<file path="src/rtl/path_probe_pkg.sv">
// Shared types and constants for the path launch/capture probe.
package path_probe_pkg;

  // Controller states. A run walks LAUNCH -> [WAIT] -> CAPTURE -> SETTLE
  // once per trial and closes through DONE back to IDLE.
  typedef enum logic [2:0] {
    ST_IDLE    = 3'd0,
    ST_LAUNCH  = 3'd1,
    ST_WAIT    = 3'd2,
    ST_CAPTURE = 3'd3,
    ST_SETTLE  = 3'd4,
    ST_DONE    = 3'd5
  } state_t;

  // Width of the programmable launch-to-capture delay.
  localparam int DELAY_W = 4;

  // Default width of the trial and mismatch counters.
  localparam int DEFAULT_TRIAL_W = 16;

  // Larger of two widths, used to size the shared timer.
  function automatic int max_w(input int a, input int b);
    return (a > b) ? a : b;
  endfunction

endpackage

</file>
<file path="src/rtl/probe_timer.sv">
// Loadable down-counter shared by the WAIT and SETTLE phases.
// 'zero' is high in the cycle whose decrement empties the counter, so a
// phase loaded with N lasts exactly N cycles when the FSM leaves on 'zero'.
module probe_timer #(
  parameter int CNT_W = 4
) (
  input  logic             clk,
  input  logic             rst,
  input  logic             load,
  input  logic [CNT_W-1:0] load_val,
  input  logic             dec,
  output logic             zero
);

  logic [CNT_W-1:0] count;

  // Load takes priority; decrement stops at zero instead of wrapping.
  always_ff @(posedge clk) begin
    if (rst) begin
      count <= '0;
    end else if (load) begin
      count <= load_val;
    end else if (dec && (count != '0)) begin
      count <= count - CNT_W'(1);
    end
  end

  assign zero = (count <= CNT_W'(1));

endmodule

</file>
<file path="src/rtl/path_probe_ctrl.sv">
// Launch/capture controller for measuring a delay path in clock periods.
// Each trial toggles pathInput, samples pathResult captureDelay+1 periods
// later in a single raw flop, and counts samples that disagree with the
// settled value. Software sweeps captureDelay to find where errors vanish.
module path_probe_ctrl
  import path_probe_pkg::*;
#(
  parameter int INVERTING     = 0,
  parameter int SETTLE_CYCLES = 4,
  parameter int TRIAL_W       = DEFAULT_TRIAL_W
) (
  input  logic               clk,
  input  logic               rst,
  input  logic               start,
  input  logic [TRIAL_W-1:0] numTrials,
  input  logic [DELAY_W-1:0] captureDelay,
  output logic               pathInput,
  input  logic               pathResult,
  output logic               busy,
  output logic               done,
  output logic [TRIAL_W-1:0] errCount,
  output logic               lastSample
);

  localparam int SETTLE_W = $clog2(SETTLE_CYCLES + 1);
  localparam int TMR_W    = max_w(SETTLE_W, DELAY_W);

  localparam logic [TMR_W-1:0] SETTLE_LOAD = TMR_W'(SETTLE_CYCLES);
  localparam logic             INV_BIT     = (INVERTING != 0);

  state_t             state;
  logic [TRIAL_W-1:0] num_trials_q;
  logic [DELAY_W-1:0] capture_delay_q;
  logic [TRIAL_W-1:0] trial_cnt;
  logic               score_pending;

  logic               tmr_load;
  logic [TMR_W-1:0]   tmr_val;
  logic               tmr_dec;
  logic               tmr_zero;

  probe_timer #(
    .CNT_W (TMR_W)
  ) u_timer (
    .clk      (clk),
    .rst      (rst),
    .load     (tmr_load),
    .load_val (tmr_val),
    .dec      (tmr_dec),
    .zero     (tmr_zero)
  );

  // Timer control: load the phase length on entry, count down while in it.
  always_comb begin
    tmr_load = 1'b0;
    tmr_val  = '0;
    tmr_dec  = 1'b0;
    unique case (state)
      ST_IDLE: begin
        // An empty run still spends one settle beat, so its done pulse
        // arrives two cycles after start like the tail of a real run.
        if (start && (numTrials == '0)) begin
          tmr_load = 1'b1;
          tmr_val  = TMR_W'(1);
        end
      end
      ST_LAUNCH: begin
        tmr_load = 1'b1;
        tmr_val  = TMR_W'(capture_delay_q);
      end
      ST_WAIT: begin
        tmr_dec = 1'b1;
      end
      ST_CAPTURE: begin
        tmr_load = 1'b1;
        tmr_val  = SETTLE_LOAD;
      end
      ST_SETTLE: begin
        tmr_dec = 1'b1;
      end
      default: begin
        tmr_load = 1'b0;
      end
    endcase
  end

  // Run sequencer with registered outputs, launch flop and capture flop.
  always_ff @(posedge clk) begin
    if (rst) begin
      state           <= ST_IDLE;
      pathInput       <= 1'b0;
      busy            <= 1'b0;
      done            <= 1'b0;
      errCount        <= '0;
      lastSample      <= 1'b0;
      num_trials_q    <= '0;
      capture_delay_q <= '0;
      trial_cnt       <= '0;
      score_pending   <= 1'b0;
    end else begin
      done          <= 1'b0;
      score_pending <= 1'b0;
      unique case (state)
        ST_IDLE: begin
          if (start) begin
            num_trials_q    <= numTrials;
            capture_delay_q <= captureDelay;
            errCount        <= '0;
            trial_cnt       <= '0;
            busy            <= 1'b1;
            state           <= (numTrials == '0) ? ST_SETTLE : ST_LAUNCH;
          end
        end
        ST_LAUNCH: begin
          // Alternate edge direction every trial.
          pathInput <= ~pathInput;
          state     <= (capture_delay_q != '0) ? ST_WAIT : ST_CAPTURE;
        end
        ST_WAIT: begin
          if (tmr_zero) begin
            state <= ST_CAPTURE;
          end
        end
        ST_CAPTURE: begin
          // The measurement element: one raw flop on an asynchronous input.
          // Scoring reads this flop next cycle so the count and lastSample
          // always agree, even if the sample was metastable.
          lastSample    <= pathResult;
          score_pending <= 1'b1;
          trial_cnt     <= trial_cnt + TRIAL_W'(1);
          state         <= ST_SETTLE;
        end
        ST_SETTLE: begin
          if (score_pending && (lastSample != (pathInput ^ INV_BIT)) &&
              (errCount != '1)) begin
            errCount <= errCount + TRIAL_W'(1);
          end
          if (tmr_zero) begin
            if (trial_cnt < num_trials_q) begin
              state <= ST_LAUNCH;
            end else begin
              state <= ST_DONE;
              busy  <= 1'b0;
              done  <= 1'b1;
            end
          end
        end
        ST_DONE: begin
          state <= ST_IDLE;
        end
        default: begin
          state <= ST_IDLE;
        end
      endcase
    end
  end

endmodule

</file>
<file path="config.mk">
export PLATFORM = sky130hd
export DESIGN_NAME = path_probe_ctrl
export DESIGN_NICKNAME = d
export VERILOG_FILES = /design/src/rtl/path_probe_pkg.sv /design/src/rtl/probe_timer.sv /design/src/rtl/path_probe_ctrl.sv
export SDC_FILE = /design/constraint.sdc
export NUM_CORES = 1
export LEC_CHECK = 0
export BUFFER_PORTS_ARGS = -buffer_cell sky130_fd_sc_hd__buf_4
export CORE_MARGIN = 3
export CORE_UTILIZATION = 58
export CTS_BUF_LIST = sky130_fd_sc_hd__clkbuf_16
export CTS_CLUSTER_SIZE = 10
export DETAILED_ROUTE_END_ITERATION = 7
export PLACE_DENSITY = 0.86
export REMOVE_ABC_BUFFERS = 1
export SKIP_LAST_GASP = 1
export SYNTH_ARGS = -nofsm -noshare
export SYNTH_HDL_FRONTEND = slang
export SYNTH_SLANG_ARGS = --single-unit
</file>
<file path="constraint.sdc">
create_clock -name clk -period 2.7 [get_ports clk]
set_input_delay 0.405 -clock clk [delete_from_list [all_inputs] [get_ports clk]]
set_output_delay 0.405 -clock clk [all_outputs]
set_load 0.01 [all_outputs]
</file>
; Word level (Yosys, flattened, before mapping)
; Cells that the tools add are included.
[word_totals]
reg_bits = 64
wordCells = 73
[op_classes]
add_sub_neg = 3
n_lt_le_gt_ge = 2
n_eq_ne = 11
n_mux = 24
n_bitwise = 3
n_reduce_logical = 19
[ops]
columns = op, count
row1 = $pmux W16 S2, 2
row2 = $add A16 B1 Y16 const B, 2
row3 = $mux W16, 2
row4 = $logic_not A16 Y1, 1
row5 = $lt A16 B16 Y1, 1
row6 = $ne A16 B16 Y1 const B, 1
row7 = $mux W3, 5
row8 = $pmux W3 S5, 1
row9 = $pmux W4 S3, 1
row10 = $ne A2 B2 Y1 const B, 5
row11 = $mux W1, 9
row12 = $mux W4, 2
row13 = $reduce_bool A4 Y1, 2
row14 = $eq A3 B2 Y1 const B, 2
row15 = $reduce_and A3 Y1, 2
row16 = $reduce_bool A2 Y1, 3
row17 = $le A4 B1 Y1 const B, 1
row18 = $logic_and A1 B1 Y1, 4
row19 = $pmux W1 S2, 2
row20 = $reduce_and A2 Y1, 2
row21 = $reduce_and A4 Y1, 1
row22 = $reduce_or A2 Y1, 2
row23 = $sub A4 B1 Y4 const B, 1
row24 = $eq A3 B1 Y1 const B, 1
row25 = 5 further kinds, 7

; Depth between registers and ports, before layout
[depth]
depth_word = 6
ltp_mapped = 7
ltp_nobuf = 7

; Hierarchy
; A second synthesis with hierarchy kept.
[unflattened]
cells_unflattened = 427
area_unflattened_um2 = 3375.7
[modules_own_cells]
columns = mod, instances, cells_per_inst, area_each_um2, seq_area_each_um2
row1 = path_probe_ctrl, 1, 394, 3094.2, 1201.2
row2 = probe_timer, 1, 33, 281.5, 80.1

; Least setup slack after synthesis
; No wires, ideal clock.
[synth_path]
path_kind = register to register
from = reg state[0]
to = reg u_timer.count[3]
setup_time_ps = 103
t_arrival_ps = 1780
required_time_ps = 2597
setup_slack_ps = 817
stages_incl_launch_ff = 6
path_buffers = 1
period_less_slack_ps = 1883
cell_sequence = dfxtp_1 > or4b_1 > clkbuf_1 > o21ai_1 > mux2_2 > a2111oi_2
[synth_between]
elab_chain_cells = 5
word_cells_on_any_way = 13
cone_classes = eq/ne (4) / mux (4) / reduce/logical (5)
[synth_lines]
columns = item, line_no
row1 = from (decl), path_probe_ctrl.sv:31  ; state_t state;
row2 = from (signal assigned), path_probe_ctrl.sv:111  ; state <= (numTrials == '0) ? ST_SETTLE : ST_LAUNCH;
row3 = from (signal assigned), path_probe_ctrl.sv:117  ; state <= (capture_delay_q != '0) ? ST_WAIT : ST_CAPTURE;
row4 = $eq A3 B3 Y1 / $eq A3 B2 Y1 (equally long branches), path_probe_ctrl.sv:58  ; unique case (state)
row5 = $reduce_or A2 Y1 (no source line), --
row6 = $mux W1, path_probe_ctrl.sv:58
row7 = $logic_and A1 B1 Y1, probe_timer.sv:23  ; end else if (dec && (count != '0)) begin
row8 = $reduce_bool A2 Y1 (no source line), --
row9 = to (signal assigned), probe_timer.sv:22  ; count <= load_val;
row10 = to (signal assigned), probe_timer.sv:24  ; count <= count - CNT_W'(1);
row11 = to (decl), probe_timer.sv:15  ; logic [CNT_W-1:0] count;
; Several ways; a longest one is shown, not always the timed one.
; A chain may end at the register's enable or synchronous reset.

; Final worst setup path
[layout_path]
from = reg errCount[0]
to = reg errCount[3]
[layout_between]
elab_chain_cells = 4
word_cells_on_any_way = 7
cone_classes = add/sub (1) / eq/ne (2) / mux (2) / reduce/logical (2)
[layout_lines]
columns = item, line_no
row1 = from (decl), path_probe_ctrl.sv:21  ; output logic [TRIAL_W-1:0] errCount,
row2 = from (signal assigned), path_probe_ctrl.sv:136  ; errCount <= errCount + TRIAL_W'(1);
row3 = branches (longest 4 deep; another with $add A16 B1 Y16), --
; Parallel ways; which one is timed is not known. The select of a mux whose other input is x is not followed.

==> reports/metrics.cfg <==
[clock_network]
clk-insertion-delay-late_ns=0.33
root_buffer=clkbuf_16
cts_setup_buffers=0
cts_sinks=64
numCtsBuffers=9
clk_pin_slew_ns=0.05
cts.path.max_buffers=2
cts_resized=0
holdBufCountCts=0
htree_num_levels=3
cts_tree=built

[floorplan]
dieWidth_um=83.48
dieArea_um2=6969
start_util=0.6172
placementRows=27
core_area_um2=5642
io_pins=44
dieHeight_um=83.48

[synthesis]
synth_area_leaders=dfxtp_1, nand2_1, ha_1
postSynth.asyncResetShare=0
synth_edf_count=0
ys_ff_latch=64
yosysTopAreaCell=dfxtp_1
netlist.area_leader.share=0.3679
ys.flop_type=dfxtp_1
yosysSeqAreaShare=0.3679
ys_warn_count=0
avgSynthCellArea_um2=8.136
syn_inst=428
syn-cell-area_um2=3482
ys_types=58

[timing]
tns_ns=0
fin_skew_ns=0.005298
max_slew_margin=0.5371
max_freq_ghz=0.4694
rsz0062_at_grt=false
hold_violations=0
tightestPinTransition_ns=0.6934
period_share=0.7890
setup_violations=0
drv_slew=0
period_needed_ns=2.130

[setup_path]
cp-start-kind=flip-flop
critPathMaxFanout=8
cp_top_family=simple AND/OR/NAND/NOR gates
path_cells=ha_1, nand2_1, nor4_1, and2_1, o21ai_0, a21oi_1
path_class=reg2reg
cp.buffers_inverters=0
arrival_ns=2.38
cp-end-kind=flip-flop
cp.required_ns=2.95
slowest_stage=nor4_1
slowest_delay_ns=0.52

[global_route]
grt_max_degree=33
grt_overflow=0
grt_pass1_vias=3150
grt_pass1_wl_um=14670
grtUsageTotal=0.2564
antenna_found_initial=0

[power_and_ir_drop]
p_comb_frac=0.265
p_per_area_nw_per_um2=719.1
peakVddDrop_mv=0.5203
p_int_uw=1952
p_seq_frac=0.398
p_leak_uw=0.001588
clock_power_share=0.337
swShare=0.3380
switchingPower_uw=996.9

[run]
max-cap-violations=0

[layout]
final_nets=510
final_cell_mix=nand2_1, dfxtp_1, buf_4
finish.utilization=0.7270
antenna-diode-count=0
stdcell_count=544
fin_area_um2=4101
drive_gt1_frac=0.1653
final_common_cell=nand2_1
syn_to_final_growth_pct=17.79

[drt]
final_antenna_net_count=0
dr.pass1.iters=5
wl_per_cell_um=15.85
drc=0
vias=3292
drtIter0Drc=266
vias_per_cell=6.051
wirelength_um=8623

[place]
portBuffers=43
dp.cells=528
place.gp.congestion=0.8526
placed_area_um2=3846
hpwl_um=6055

[outcome]
status=completed

[min_path]
hold_path_class=in2reg

## worst paths after layout
check / startpoint / cells after the start / to / slack (ns)
worst min-delay path: captureDelay[3] / 3 / capture_delay_q[3] / 0.32
worst min register to register: num_trials_q[4] / 2 / num_trials_q[4] / 0.45
worst max-delay path: errCount[0] / 6 / errCount[3] / 0.57
worst max register to register: errCount[0] / 6 / errCount[3] / 0.57
## state kept, by name, summed over array words and instances, names as in the netlist
signal,flops
errCount,16
num_trials_q,16
trial_cnt,16
capture_delay_q,4
u_timer.count,4
state,3
busy,1
done,1
lastSample,1
pathInput,1
score_pending,1
## cell families (layout without fill, tap and decap cells)
kind of cell	after synthesis	count (layout)	synth area share
mux	15	15	0.04563
fa+ha+maj	19	19	0.06827
xor+xnor	11	11	0.02767
simple gates	203	203	0.3004
flops	64	64	0.3679
compound gates	75	75	0.1416
buf+inv	41	85	0.04851
## cells in the mapped netlist, types with 5 or more instances
master and instances:
nand2_1 73, dfxtp_1 64, mux2_2 6, inv_1 20
xnor2_1 9, nand3_1 16, or3_1 7, clkbuf_1 12
nand4_1 15, o21ai_0 9, nor2_1 37, buf_2 6
nor3_1 11, ha_1 19, a21oi_1 37, nor4_1 8
mux2i_1 8, and2_1 5, and3_1 9
## final cells by class
| cell class | count | area [µm²] |
|---|---|---|
| Fill cell | 429 | 1540 |
| Tap cell | 72 | 90.09 |
| Timing Repair Buffer | 49 | 367.9 |
| Clock inverter | 7 | 30.03 |
| Clock buffer | 9 | 225.2 |
| Multi-Input combinational cell | 323 | 2032 |
| Sequential cell | 64 | 1281 |
| Inverter | 20 | 75.07 |
## worst reg2reg max path: cells and delay by family, from the launching register on
family | cells | cell delay (ns)
AO/OA/AOI/OAI | 2 | 0.31
adder cells (fa/ha/maj) | 1 | 0.30
flip-flops | 1 | 0.44
AND/OR/NAND/NOR | 3 | 1.00
## metal layers
layer | part of all wire | up-vias | track usage | wire, µm
met5 | 0 | - | 0.007576 | 0
met4 | 0.032 | 0 | 0.1330 | 272
met3 | 0.058 | 23 | 0.04146 | 504
met2 | 0.48 | 116 | 0.4235 | 4141
met1 | 0.43 | 1555 | 0.3211 | 3704
li1 | - | 1598 | - | -
## metrics by stage
stage	setup WS [ns]	hold slack (ns)	total power (µW)
floorplan	0.3048	0.4303	1691
detailed placement	0.5812	0.4478	1958
finish	0.5697	0.3219	2949
global placement	0.6398	0.4446	1926
CTS	0.5614	0.3185	2954
global route	0.3646	0.3295	3122
## power groups by stage
stage / Sequential [µW] / Combinational (µW) / Clock (µW)
2_1_floorplan: 1160 / 527 / 0
3_3_place_gp: 1180 / 747 / 0
3_5_place_dp: 1190 / 769 / 0
4_1_cts: 1170 / 779 / 1000
5_1_grt: 1190 / 884 / 1050
6_report: 1170 / 783 / 993
Power figures use the tool's default switching activity.
